**config.mk**
```make
export PLATFORM = sky130hd
export DESIGN_NAME = mem_initiator
export DESIGN_NICKNAME = d
export VERILOG_FILES = /design/src/rtl/mem_initiator.sv
export SDC_FILE = /design/constraint.sdc
export NUM_CORES = 1
export LEC_CHECK = 0
export CORE_MARGIN = 10
export CORE_UTILIZATION = 47
export DETAILED_ROUTE_END_ITERATION = 6
export HOLD_SLACK_MARGIN = 0.05
export PLACE_DENSITY = 0.84
export SLEW_MARGIN = 20
export SYNTH_ARGS = -nofsm -noshare
export SYNTH_HDL_FRONTEND = slang
export SYNTH_SLANG_ARGS = --single-unit
export TNS_END_PERCENT = 10
```
**constraint.sdc**
```tcl
create_clock -name clk -period 2.85 [get_ports clk]
set_clock_uncertainty 0.2 [all_clocks]
set_input_delay 0.285 -clock clk [delete_from_list [all_inputs] [get_ports clk]]
set_output_delay 0.285 -clock clk [all_outputs]
set_load 0.1 [all_outputs]
```
**src/rtl/mem_initiator.sv**
```systemverilog
// mem_initiator
//   Active initiator for the single-port memory. Takes one read/write command
//   per req handshake, drives the memory-side strobe, address and data, samples
//   read data RD_LAT cycles after the address, and returns one response per
//   command.
//
//   Optional feature (macro MEM_INIT_VERIFY_EN): every write is followed by an
//   automatic readback of the same address. rsp_rdata carries the readback and
//   rsp_err flags a mismatch. Without the macro, writes respond with rdata=0 and
//   rsp_err is tied low.
//
//   Ports
//     clk, rst         : clock (rising edge), async active-low reset
//     req_*            : command channel (valid/ready, wr, addr, wdata)
//     rsp_*            : response channel (valid/ready, rdata, err)
//     txn_cnt          : completed-transaction counter, wraps at 16 bits
//     mem_wr_en/addr/wdata : registered memory-side outputs
//     mem_rdata        : memory read data, valid RD_LAT cycles after the address
module mem_initiator #(
  parameter int AW     = 8,
  parameter int DW     = 8,
  parameter int RD_LAT = 1    // legal 1..4
) (
  input  logic          clk,
  input  logic          rst,
  input  logic          req_valid,
  output logic          req_ready,
  input  logic          req_wr,
  input  logic [AW-1:0] req_addr,
  input  logic [DW-1:0] req_wdata,
  output logic          rsp_valid,
  input  logic          rsp_ready,
  output logic [DW-1:0] rsp_rdata,
  output logic          rsp_err,
  output logic [15:0]   txn_cnt,
  output logic          mem_wr_en,
  output logic [AW-1:0] mem_addr,
  output logic [DW-1:0] mem_wdata,
  input  logic [DW-1:0] mem_rdata
);

  // Wait counter only ever holds RD_LAT-1 (0..3).
  localparam int CW = 2;

  typedef enum logic [2:0] {IDLE, WR, RD, RD_WAIT, RESP} state_t;

  state_t         state, state_nxt;
  logic [CW-1:0]  cnt;
  logic           accept;
  logic           rsp_hs;
  logic           sample;
  logic           req_ready_nxt;
  logic           mem_wr_en_nxt;

  assign accept = req_valid & req_ready;
  assign rsp_hs = rsp_valid & rsp_ready;

  // ---------------------------------------------------------------------------
  // FSM: state register
  // ---------------------------------------------------------------------------
  always_ff @(posedge clk or negedge rst) begin
    if (!rst) state <= IDLE;
    else      state <= state_nxt;
  end

  // ---------------------------------------------------------------------------
  // FSM: next state
  // ---------------------------------------------------------------------------
  always_comb begin
    state_nxt = state;
    case (state)
      IDLE:    if (accept) state_nxt = req_wr ? WR : RD;
`ifdef MEM_INIT_VERIFY_EN
      WR:      state_nxt = RD;
`else
      WR:      state_nxt = RESP;
`endif
      RD:      state_nxt = RD_WAIT;
      // cnt==0 marks the sample cycle; with RD_LAT=1 the first RD_WAIT cycle
      // is already the sample cycle.
      RD_WAIT: if (cnt == '0) state_nxt = RESP;
      RESP:    if (rsp_ready) state_nxt = IDLE;
      default: state_nxt = IDLE;
    endcase
  end

  // ---------------------------------------------------------------------------
  // FSM: outputs. req_ready and mem_wr_en are registered, so they are derived
  // from the next state; rsp_valid comes straight from the state register.
  // ---------------------------------------------------------------------------
  always_comb begin
    rsp_valid     = (state == RESP);
    sample        = (state == RD_WAIT) && (cnt == '0);
    req_ready_nxt = (state_nxt == IDLE);
    mem_wr_en_nxt = (state_nxt == WR);
  end

  // ---------------------------------------------------------------------------
  // Datapath registers. Reset drops mem_wr_en immediately, abandoning any
  // in-flight write. req_ready stays low during reset and rises on the first
  // clock after release.
  // ---------------------------------------------------------------------------
  always_ff @(posedge clk or negedge rst) begin
    if (!rst) begin
      req_ready <= 1'b0;
      mem_wr_en <= 1'b0;
      mem_addr  <= '0;
      mem_wdata <= '0;
      rsp_rdata <= '0;
      cnt       <= '0;
      txn_cnt   <= '0;
    end else begin
      req_ready <= req_ready_nxt;
      mem_wr_en <= mem_wr_en_nxt;

      // Capture directly into the memory-side registers; they then hold
      // through the rest of the transaction and afterwards.
      if (accept) begin
        mem_addr  <= req_addr;
        rsp_rdata <= '0;
        if (req_wr) mem_wdata <= req_wdata;
      end

      if (state == RD)
        cnt <= CW'(RD_LAT - 1);
      else if (state == RD_WAIT && cnt != '0)
        cnt <= cnt - CW'(1);

      if (sample) rsp_rdata <= mem_rdata;

      if (rsp_hs) txn_cnt <= txn_cnt + 16'd1;
    end
  end

`ifdef MEM_INIT_VERIFY_EN
  // Remember whether the transaction was a write so the readback of a write
  // is compared against the data just written; plain reads never flag.
  logic is_wr;

  always_ff @(posedge clk or negedge rst) begin
    if (!rst) begin
      is_wr   <= 1'b0;
      rsp_err <= 1'b0;
    end else begin
      if (accept) begin
        is_wr   <= req_wr;
        rsp_err <= 1'b0;
      end
      if (sample) rsp_err <= is_wr && (mem_rdata != mem_wdata);
    end
  end
`else
  assign rsp_err = 1'b0;
`endif

endmodule

```
==> Word-level counts from Yosys, hierarchy flattened <==
Cells that the tools add are included.
{ "totals": {"register_bits": 47, "latch_bits": 0, "mem_bits_rw": 0, "mem_bits_ro": 0, "out_inout_bits": 44, "memories": 0} }
{ "classes": {"addsub": 2, "n_mul": 0, "n_div": 0, "n_lt_le_gt_ge": 0, "eq_ne": 5, "shift": 0, "mux": 9, "n_bitwise": 2, "reduce_logical": 9} }
{ "op_table": {"columns": ["cell", "n"], "rows": [
  ["16-bit by 1-bit adder with 16-bit output, second input constant", 1],
  ["8-bit 2-to-1 mux", 2],
  ["3-bit case mux with 5 select lines", 1],
  ["3-bit 2-to-1 mux", 3],
  ["3-bit by 1-bit == test with 1-bit output, second input constant", 2],
  ["3-bit by 2-bit == test with 1-bit output, second input constant", 2],
  ["3-bit zero test", 2],
  ["2-bit 2-to-1 mux", 3],
  ["2-bit nonzero test", 3],
  ["3-bit == test, second input constant", 1],
  ["1-bit AND", 2],
  ["1-bit logical AND", 2],
  ["2-bit zero test", 1],
  ["2-bit AND reduction", 1],
  ["2-bit by 1-bit subtractor with 2-bit output, second input constant", 1]
]} }

==> Depth between registers and ports, before layout <==
{ "depth": {"depth_word": 4, "depth_mapped": 7, "ltp_nobuf": 6} }

==> Least setup slack after synthesis <==
OpenSTA, ideal clock, no wires.
{ "synth_timing": {"path_type": "reg2reg", "start": "register state[0]", "end": "register txn_cnt[3]", "setup_ns": 0.159, "arrival_ns": 3.513, "slack_ns": -1.022, "path_stages_with_launch": 6, "path_buffers": 1, "synth_period_minus_slack_ns": 3.872, "path_cell_list": "dfrtp_1 buf_2 nor3b_1 and2_2 nand4_1 xnor2_1"} }
{ "synth_between": {"elab_chain_len": 2} }
{ "synth_lines": {"columns": ["item", "line_no", "text"], "rows": [
  ["start: declaration", "47", "state_t state, state_nxt;"],
  ["start signal: assignment", "63", "else state <= state_nxt;"],
  ["3-bit == test", "92", "rsp_valid = (state == RESP);"],
  ["via rsp_valid", "31", "output logic rsp_valid,"],
  ["1-bit AND", "56", "assign rsp_hs = rsp_valid & rsp_ready;"],
  ["end signal: assignment", "131", "if (rsp_hs) txn_cnt <= txn_cnt + 16'd1;"],
  ["end: declaration", "35", "output logic [15:0] txn_cnt,"]
]} }
The timed path passes the listed nets, and every way through them passes these cells.
A chain may end at the register's enable or synchronous reset.

==> Worst setup path after layout <==
{ "layout_timing": {"start": "register state[2]", "end": "output port rsp_valid"} }
{ "layout_between": {"elab_chain_len": 1} }
{ "layout_lines": {"columns": ["item", "line_no"], "rows": [
  ["3-bit == test", "92"],
  ["end: declaration", "31"]
]} }
No other way between the ends.

==> impl_metrics.toml <==
[detailed_routing]
firstDrtPassIters = 4
via_count = 1464
drcViolationCount = 0
ant_nets = 0
routed_via_density = 5.014
post_drt_wl_per_cell_microns = 15.19
drtIter0Drc = 40
wl_microns = 4436

[finish]
n_fill_cell = 306
layout-drive-gt1-share_pct = 29.34
areaGrowthSynthToFinish_pct = 35.89
nNetsFinal = 274
diodes = 0

[yosys]
syn_inst = 169
synth_seq_cells = 47
synth_edf_count = 0
synth_nets = 200
syn_avg_cell_area_sq_um = 11.86
synth_compound_area_share_pct = 4.806
yosys.cell_count.top_type = "dfrtp_1"
ys_warn_count = 0
syn_area_sq_um = 2004
synthMuxAreaShare_pct = 9.488
synth_top_family_by_area = "simple AND/OR/NAND/NOR gates"
synth_fa_ha_area_share_pct = 1.248
synth_cell_type_count = 32
synth_top_flop_cell = "dfrtp_1"
yosysSeqAreaShare_pct = 58.68
yosys.area.top_type_share_pct = 58.68
synth_common_cells = "47 x dfrtp_1, 33 x nand2_1, 16 x mux2_2, 13 x xnor2_1, 8 x o21ai_0"
yosysTopAreaCell = "dfrtp_1"
yosys-top-cells-area = "dfrtp_1 59%, mux2_2 9.0%, nand2_1 6.2%"
async_flop_share_pct = 100.0
synth-xor-area-share_pct = 6.554
synth-simple-area-share_pct = 17.10

[critical_path]
cp-start-kind = "register"
r2r_cells = 4
critical_path_class = "reg2out"
path_cells = "nor3b_2 > buf_4"
regToRegSetupSlack_ns = 1.08
reg2reg_from = "state[0]$_DFF_PN0_"
endpoint_kind = "output pin"
cpPeakStageDelay_ns = 0.54
worstPathMaxFanout = 9
arrival_ns = 1.41
slowest_stage = "dfrtp_1"
reg2reg_to = "txn_cnt[10]$_DFFE_PN0P_"
cp.required_ns = 2.37

[floorplan]
start_util_pct = 49.40
die_h_microns = 85.31
die_area_sq_um = 7277
num_rows = 23
die_w_microns = 85.31
core_area_sq_um = 4058
io_pins = 73

[timing]
fin_tns_setup_ns = 0
fmax_mhz = 527.1
fin_crit_sh_pct = 66.56
maxSlewHeadroom_pct = 54.03
grt_setup_unrepaired = "false"
period_needed_ns = 1.897
drv_slew = 0
setup_viol = 0
hold_viol = 0
worst_pin_slew_ns = 0.6879

[outcome]
status = "finished clean"

[grt]
grt_use_total_pct = 12.14
grt_max_degree = 48
grt_overflow_total = 0
grt_pass1_wl_microns = 7279
antenna_found_initial = 0
grt_pass1_vias = 1457

[clock_network]
numCtsBuffers = 5
clock-sinks = 47
clk_pin_slew_ns = 0.08
h-tree-depth = 2
clk_root_buffer_cell = "clkbuf_8"
cts_tree = "yes"
clk_latency_ns = 0.29
postCtsHoldBufs = 1
cts.repair.resized = 0
clockBufferDepth = 2
post-cts-setup-buffer-count = 0

[placed_design]
place_congestion = 0.7255
io_buffers = 71
dpl.hpwl_microns = 3422

[worst_hold_path]
min_path_type = "reg2reg"
worstHoldStart = "txn_cnt[15]$_DFFE_PN0P_"
holdPathEnd = "txn_cnt[15]$_DFFE_PN0P_"
hold_depth = 1

[flow_run]
drv_cap = 0
## through the flow
stage	util (%)	cell area, sq um	hold slack (ns)	std cells	setup slack (ns)
6_report	67.13	2724	0.3011	292	0.9529
3_3_place_gp	65.03	2639	0.2709	285	0.8503
2_1_floorplan	-	2009	-0.2106	169	0.09414
3_5_place_dp	65.03	2639	0.2924	285	0.8261
4_1_cts	67.07	2721	0.3030	292	0.9381
5_1_grt	67.13	2724	0.3265	292	0.8595
## worst max-delay path, delay by kind of cell, from the launching register on
| family | cells | cell delay (ns) |
|---|---|---|
| DFF | 1 | 0.54 |
| and+or+nand+nor | 1 | 0.25 |
| buffers and inverters | 1 | 0.33 |
## layout by cell type, fill, tap and decap left out, drive strengths merged
cell type,instances
nor3b,1
nor2,6
xor2,2
inv,2
a21oi,2
o22ai,1
a21o,1
nor2b,1
nor4,1
ha,2
mux2i,1
clkdlybuf4s50,27
dfrtp,47
nand4bb,1
xnor2,13
conb,1
mux2,16
dlygate4sd3,1
or3,1
nor3,6
clkbuf,6
and2,2
nand3,6
or2b,1
buf,44
o21ai,8
nand2,33
nand4,5
o31ai,2
a22o,2
## final cells by class
cell class	instances	area [sq um]	share of cell area, %
multi-input cells	115	794.5	29.17
inverters	2	7.507	0.2756
flip-flops and latches	47	1176	43.18
clock buffers	6	72.57	2.664
repair buffers	72	610.6	22.42
well taps	50	62.56	2.297
## state kept, by name (all words and copies together) (netlist names)
register,flops
txn_cnt,16
req_ready,1
cnt,2
state,3
mem_addr,8
rsp_rdata,8
mem_wdata,8
mem_wr_en,1
## per-layer routing
metal | GRT usage [%] | up-vias | routed length (microns)
met4 | 4.491 | 0 | 53
met2 | 19.28 | 37 | 2249
li1 | - | 715 | -
met5 | 0 | - | 0
met3 | 4.111 | 5 | 267
met1 | 14.87 | 707 | 1865
## worst max path at each step
stage / from / to / slack [ns] / depth (start not counted)
after floorplan: state[0]$_DFF_PN0_ / txn_cnt[3]$_DFFE_PN0P_ / 0.09 / 5
after global placement: req_valid / mem_addr[0]$_DFFE_PN0P_ / 0.85 / 3
after detailed placement: req_valid / mem_addr[7]$_DFFE_PN0P_ / 0.83 / 3
after CTS: state[2]$_DFF_PN0_ / rsp_valid / 0.94 / 2
after global routing: state[2]$_DFF_PN0_ / rsp_valid / 0.86 / 2
final: state[2]$_DFF_PN0_ / rsp_valid / 0.95 / 2
## cells by family after synthesis
kind of cell,Yosys count
buffers and inverters,7
AO/OA/AOI/OAI,16
XOR/XNOR,15
multiplexers,17
AND/OR/NAND/NOR,64
other,1
adder cells (fa/ha/maj),2
flip-flops,47
Power is left out: the tool's default activity adds up to more than one toggle a clock period on the data nets, which glitch-free logic cannot reach.
